## src/rtl/spinner_emu.sv

```systemverilog
// Converts held up/down joystick directions into a 2-bit quadrature dial phase,
// with a step rate that accelerates from SLOW_TICKS down to FAST_TICKS while held.
module spinner_emu #(
    parameter int TICK_DIV   = 12000,
    parameter int SLOW_TICKS = 40,
    parameter int FAST_TICKS = 8,
    parameter int ACCEL      = 4
) (
    input  logic       clk,
    input  logic       reset,
    input  logic       enable,
    input  logic       invert,
    input  logic       up,
    input  logic       down,
    output logic [1:0] dial,
    output logic       step,
    output logic       dir,
    output logic       moving
);

    localparam int PW = $clog2(TICK_DIV);

    typedef enum logic [1:0] {IDLE, RUN_CW, RUN_CCW} state_t;

    state_t        state_q, state_d, reqState;
    logic          enableR_q, invertR_q, upR_q, downR_q;
    logic [PW-1:0] pre_q;
    logic [1:0]    index_q, index_d;
    logic [7:0]    cnt_q, cnt_d;
    logic [7:0]    period_q, period_d, periodShrunk;
    logic          step_q, step_d;
    logic          dir_q, dir_d;
    logic          tick, reqCw, reqCcw, hasReq;

    assign tick = (pre_q == PW'(TICK_DIV - 1));

    // down wins when both are held; the invert swap is applied after that priority
    assign reqCw    = invertR_q ? (upR_q & ~downR_q) : downR_q;
    assign reqCcw   = invertR_q ? downR_q : (upR_q & ~downR_q);
    assign hasReq   = reqCw | reqCcw;
    assign reqState = reqCw ? RUN_CW : RUN_CCW;

    always_comb begin
        if (int'(period_q) - ACCEL > FAST_TICKS) begin
            periodShrunk = period_q - 8'(ACCEL);
        end else begin
            periodShrunk = 8'(FAST_TICKS);
        end
    end

    always_ff @(posedge clk) begin
        if (reset) begin
            enableR_q <= 1'b0;
            invertR_q <= 1'b0;
            upR_q     <= 1'b0;
            downR_q   <= 1'b0;
            pre_q     <= '0;
            state_q   <= IDLE;
            index_q   <= 2'd0;
            cnt_q     <= 8'd0;
            period_q  <= 8'(SLOW_TICKS);
            step_q    <= 1'b0;
            dir_q     <= 1'b0;
        end else begin
            enableR_q <= enable;
            invertR_q <= invert;
            upR_q     <= up;
            downR_q   <= down;
            pre_q     <= tick ? '0 : pre_q + 1'b1;
            state_q   <= state_d;
            index_q   <= index_d;
            cnt_q     <= cnt_d;
            period_q  <= period_d;
            step_q    <= step_d;
            dir_q     <= dir_d;
        end
    end

    // A request that differs from the running direction (including from IDLE) is a
    // fresh press: it steps at once and restarts the slow period, even on a tick.
    always_comb begin
        state_d  = state_q;
        index_d  = index_q;
        cnt_d    = cnt_q;
        period_d = period_q;
        step_d   = 1'b0;
        dir_d    = dir_q;
        if (!enableR_q) begin
            state_d  = IDLE;
            index_d  = 2'd0;
            cnt_d    = 8'd0;
            period_d = 8'(SLOW_TICKS);
        end else if (!hasReq) begin
            state_d  = IDLE;
            cnt_d    = 8'd0;
            period_d = 8'(SLOW_TICKS);
        end else if (state_q != reqState) begin
            state_d  = reqState;
            index_d  = reqCw ? index_q + 2'd1 : index_q - 2'd1;
            cnt_d    = 8'd0;
            period_d = 8'(SLOW_TICKS);
            step_d   = 1'b1;
            dir_d    = reqCw;
        end else if (tick) begin
            if (cnt_q == period_q - 8'd1) begin
                index_d  = reqCw ? index_q + 2'd1 : index_q - 2'd1;
                cnt_d    = 8'd0;
                period_d = periodShrunk;
                step_d   = 1'b1;
                dir_d    = reqCw;
            end else begin
                cnt_d = cnt_q + 8'd1;
            end
        end
    end

    always_comb begin
        moving = (state_q != IDLE);
        dial   = 2'b11;
        case (index_q)
            2'd0: dial = 2'b11;
            2'd1: dial = 2'b10;
            2'd2: dial = 2'b00;
            2'd3: dial = 2'b01;
            default: dial = 2'b11;
        endcase
    end

    assign step = step_q;
    assign dir  = dir_q;

endmodule
```

## config.mk

```make
export PLATFORM = sky130hd
export DESIGN_NAME = spinner_emu
export DESIGN_NICKNAME = d
export VERILOG_FILES = /design/src/rtl/spinner_emu.sv
export SDC_FILE = /design/constraint.sdc
export NUM_CORES = 1
export LEC_CHECK = 0
export CAP_MARGIN = 20
export CELL_PAD_IN_SITES_DETAIL_PLACEMENT = 1
export CELL_PAD_IN_SITES_GLOBAL_PLACEMENT = 1
export CORE_AREA = 2 2 72 74
export CTS_BUF_LIST = sky130_fd_sc_hd__clkbuf_4 sky130_fd_sc_hd__clkbuf_8 sky130_fd_sc_hd__clkbuf_16
export DETAILED_ROUTE_END_ITERATION = 7
export DIE_AREA = 0 0 74 76
export PLACE_DENSITY = 0.7
export SLEW_MARGIN = 10
export SYNTH_ARGS = -nofsm -noshare
export SYNTH_HDL_FRONTEND = slang
export SYNTH_SLANG_ARGS = --single-unit
export TNS_END_PERCENT = 20
```

## constraint.sdc

```tcl
create_clock -name clk -period 2.7 [get_ports clk]
set_input_delay 0.54 -clock clk [delete_from_list [all_inputs] [get_ports clk]]
set_output_delay 0.54 -clock clk [all_outputs]
set_load 0.1 [all_outputs]
```

-- Yosys cells after proc, flatten, opt, wreduce, memory -nomap -nowiden
Index checks and enable logic that the tools add are counted.
- flip-flop bits (word level): 40
- bits of input ports: 6
- output and inout bits: 5
- logic and storage cells: 57
- add/sub/neg operators: 7
- magnitude comparators: 1
- equal/unequal tests: 6
- muxes and demuxes: 16
- bitwise gates (word level): 5
- reductions and logical operators: 11
- operators by type and width (kind ; count):
    $mux W8 ; 2
    $add A14 B1 Y14 const B ; 1
    $eq A14 B14 Y1 const B ; 1
    $mux W2 ; 5
    $gt A9 B5 Y1 const B ; 1
    $sub A8 B3 Y9 const B ; 1
    $add A8 B1 Y8 const B ; 1
    $eq A8 B8 Y1 ; 1
    $mux W1 ; 8
    $pmux W2 S4 ; 1
    $sub A8 B1 Y8 const B ; 1
    $sub A8 B3 Y8 const B ; 1
    $reduce_bool A2 Y1 ; 3
    $eq A2 B2 Y1 const B ; 2
    $reduce_and A4 Y1 ; 1
    $reduce_or A2 Y1 ; 2
    $reduce_or A4 Y1 ; 1
    $not A1 Y1 ; 3
    $reduce_and A3 Y1 ; 1
    $reduce_or A3 Y1 ; 1
    $add A2 B1 Y2 const B ; 1
    $eq A2 B1 Y1 const B ; 1
    $logic_not A2 Y1 ; 1
    $ne A2 B2 Y1 ; 1
    4 further kinds ; 4

-- Logic depth before layout (Yosys ltp)
- depth in word-level cells: 7
- gate-level depth with buffers: 8
- mapped depth without buffers: 8

-- Least setup slack after synthesis
No wires, ideal clock.
- path type: register to register
- start: reg pre_q[0]
- end: reg dir_q, in the netlist dir
- setup time: 103 ps
- data arrival time: 2074 ps
- data required time: 2597 ps
- path slack: 523 ps
- cell stages (with the launch flop): 8
- buffers on the path: 0
- period minus slack after synthesis: 2177 ps
- cell sequence: dfxtp_1 -> ha_1 -> nand4_1 -> or4_4 -> nor4_2 -> o21ai_2 -> a2bb2o_4 -> a2111oi_2
- longest elaborated chain between the ends: 3
- ends and longest elaborated chain (item ; RTL line ; source):
    start, declared ; 27 ; logic [PW-1:0] pre_q;
    start signal, assigned ; 69 ; pre_q <= tick ? '0 : pre_q + 1'b1;
    $eq A14 B14 Y1 ; 35 ; assign tick = (pre_q == PW'(TICK_DIV - 1));
    $reduce_bool A2 Y1 (no line) ; - ;
    $reduce_and A4 Y1 (no line) ; - ;
    end signal, assigned ; 75 ; dir_q <= dir_d;
    end, declared ; 32 ; logic dir_q, dir_d;
Every way passes these cells.
A chain may end at the register's enable or synchronous reset.

-- Worst setup path in the final report
Same ends and word-level chain as after synthesis.

==> summary.txt <==
Die
  • IO Pins: 11
  • Core area: 4910 um^2
  • Die H: 76 um
  • Initial Util: 40.0%
  • Die ar.: 5620 um^2
  • Die Span X: 74 um
  • FP Rows: 26

Run status
  • Status: finished clean

Pwr
  • Total Power: 1240 uW
  • P_leak: 0.000828 uW
  • P per Cell Area: 540 nW/um^2
  • Max VDD drop: 291 uV

Clock tree
  • CTS Buffer Depth: 2
  • CTS tree: yes
  • Clock Latency Late Sink: 0.30 ns
  • Cts bufs inserted: 5
  • Clk sinks: 38
  • Total setup buffers inserted after CTS: 0
  • CTS root buffer: clkbuf_8
  • H-tree depth: 2
  • Clock transition at path regs: 0.08 ns

Timing
  • Period utilisation layout: 89.3%
  • Final Hold Fails: 0
  • Worst-case clock skew: 0.00531 ns
  • Setup violations, final: 0
  • Max-slew violations: 0
  • Fin worst setup slack: 0.290 ns
  • Tmin final: 2.41 ns
  • Worst relative slew slack: 62.8%
  • Achievable Freq: 0.415 GHz
  • Hold Worst Slack: 0.465 ns
  • Slew of the pin with the lowest slew margin: 0.553 ns
  • RSZ-0062 raised after global routing: false
  • Setup TNS Final: 0 ns

Synth
  • Main combinational cell family by area after synthesis: simple AND/OR/NAND/NOR gates
  • Main area contributors after synthesis: dfxtp_1 39%, xor2_1 7.1%, nor2_1 6.3%
  • Synth Area per Inst: 8.80 um^2
  • Syn Nets: 237
  • Area share of the largest cell type after synthesis: 38.8%
  • Yosys reg bits: 38
  • Primary FF master, synth: dfxtp_1
  • Synth Instances: 223
  • Mapped cell area: 1960 um^2
  • Post-synth EDFFs: 0
  • Synth warnings: 0
  • Post-Synth XOR/XNOR Area: 12.0%
  • Post-synthesis mux area share: 1.02%
  • Adder-cell area share of the yosys netlist: 5.10%
  • Synth unique cells: 49
  • Largest area contributor in the netlist: dfxtp_1
  • Most common cell in the netlist: dfxtp_1
  • Post-Synth Simple-Gate Area: 29.4%
  • Register area share after synthesis: 38.8%
  • Compound-Gate Fraction of Synth Area: 10.5%
  • Top post-synthesis cells by count: 38 x dfxtp_1, 33 x nor2_1, 19 x nand2_1
  • Post-synthesis async set-or-reset flop share: 0%

Detailed routing
  • Routed wire length per instance: 13.5 um
  • Routed WL: 4210 um
  • Initial DRT Pass Iterations: 4
  • Vias per inst: 5.02
  • Routed Antenna Nets: 0
  • Vias: 1565
  • Drc violations: 0
  • DRT iter0 DRCs: 104

Global route
  • Gr usage total: 17.4%
  • Remaining global-route overflow: 0
  • Global-route wire length before repair: 7730 um
  • Pin count of the biggest net entering global routing: 14
  • Antenna violations before repair: 0
  • Vias in the first global route: 1632

Worst setup path
  • Crit path kind: register to register
  • Worst EP required: 2.90 ns
  • Max FO, Critical Path: 7
  • Worst setup EP type: register
  • Crit path DAT: 2.61 ns
  • Startpoint Class: register

Finish
  • Area Overhead vs Synth: 17.0%
  • Fin nets: 255
  • Diodes inserted: 0
  • Layout cells sized above 1: 12.8%

Placement
  • Port bufs: 10
  • Routability cong.: 0.760
  • DPL Wire Length: 2990 um
  • Dpl ws: 0.278 ns

Flow run
  • MaxCap Viol Count: 0

Hold path
  • Min-Delay Path Class: register to register
per-stage QoR:
stage,util (%),instance area [um^2],std cells
finish,46.8,2300,312
global route,46.8,2300,312
CTS,46.7,2300,312
detailed placement,43.9,2160,304
global placement,43.9,2160,304
floorplan,-,1960,223
cell usage in the layout, fill, tap and decap left out, types with 6 or more instances in the layout:
cell type	count
buf_4	10
dfxtp_1	37
ha_1	8
inv_1	12
nand2_1	19
nand3_1	10
nand4_1	6
nor2_1	33
nor2b_1	8
xnor2_1	11
xor2_1	16
path summary, 6_finish.rpt:
check           start       end  slack, ns  cells after the start
max          pre_q[0]       dir       0.29                      7
min          pre_q[0]  pre_q[0]       0.47                      1
max reg2reg  pre_q[0]       dir       0.29                      7
min reg2reg  pre_q[0]  pre_q[0]       0.47                      1
per-layer routing:
layer,GRT usage (%),vias to the layer above,part of all wire (%)
li1,-,804,-
met1,22.5,740,47
met2,27.5,13,49
met3,4.23,8,2.5
met4,7.09,0,1.7
met5,0,-,0
layout make-up:
class | instances | area (um^2)
multi-input cells | 169 | 1140
inverters | 12 | 45.0
clock inverters | 3 | 68.8
flip-flops and latches | 38 | 762
fillers | 577 | 2620
well taps | 70 | 87.6
repair buffers | 15 | 125
clock buffers | 5 | 68.8
worst max-delay path, stage by stage (launching register included):
cell	delay, ns
dfxtp_1	0.38
ha_1	0.25
nand4_1	0.17
or4_4	0.55
nor4_2	0.20
o21ai_2	0.17
a2bb2o_4	0.26
a2111oi_2	0.34
power breakdown:
part,switching (uW),internal (uW),total [uW]
combinational,46.2,28.2,74.5
sequential,9.54,569,579
clock,218,370,588
total,273,968,1240
flip-flops by register name, summed over array words and instances (netlist names):
register	flops
dir	1
pre_q	14
period_q	6
enableR_q	1
cnt_q	8
upR_q	1
state_q	2
step	1
downR_q	1
invertR_q	1
index_q	2
logic make-up (layout without fill, tap and decap cells):
logic type	count (synthesis)	in the layout
AOI/OAI and AO/OA	25	25
xor gates and xnor gates	27	27
adders and majority gates	8	8
buffers and inverters	16	35
DFF	38	38
muxes	2	2
and+or+nand+nor	107	107
timing repair:
action,CTS,global route
endpoints found under the setup margin,0,1
gates resized for setup,0,1
hold buffers,0,0
Note: power is estimated with default switching activity, not from simulation.
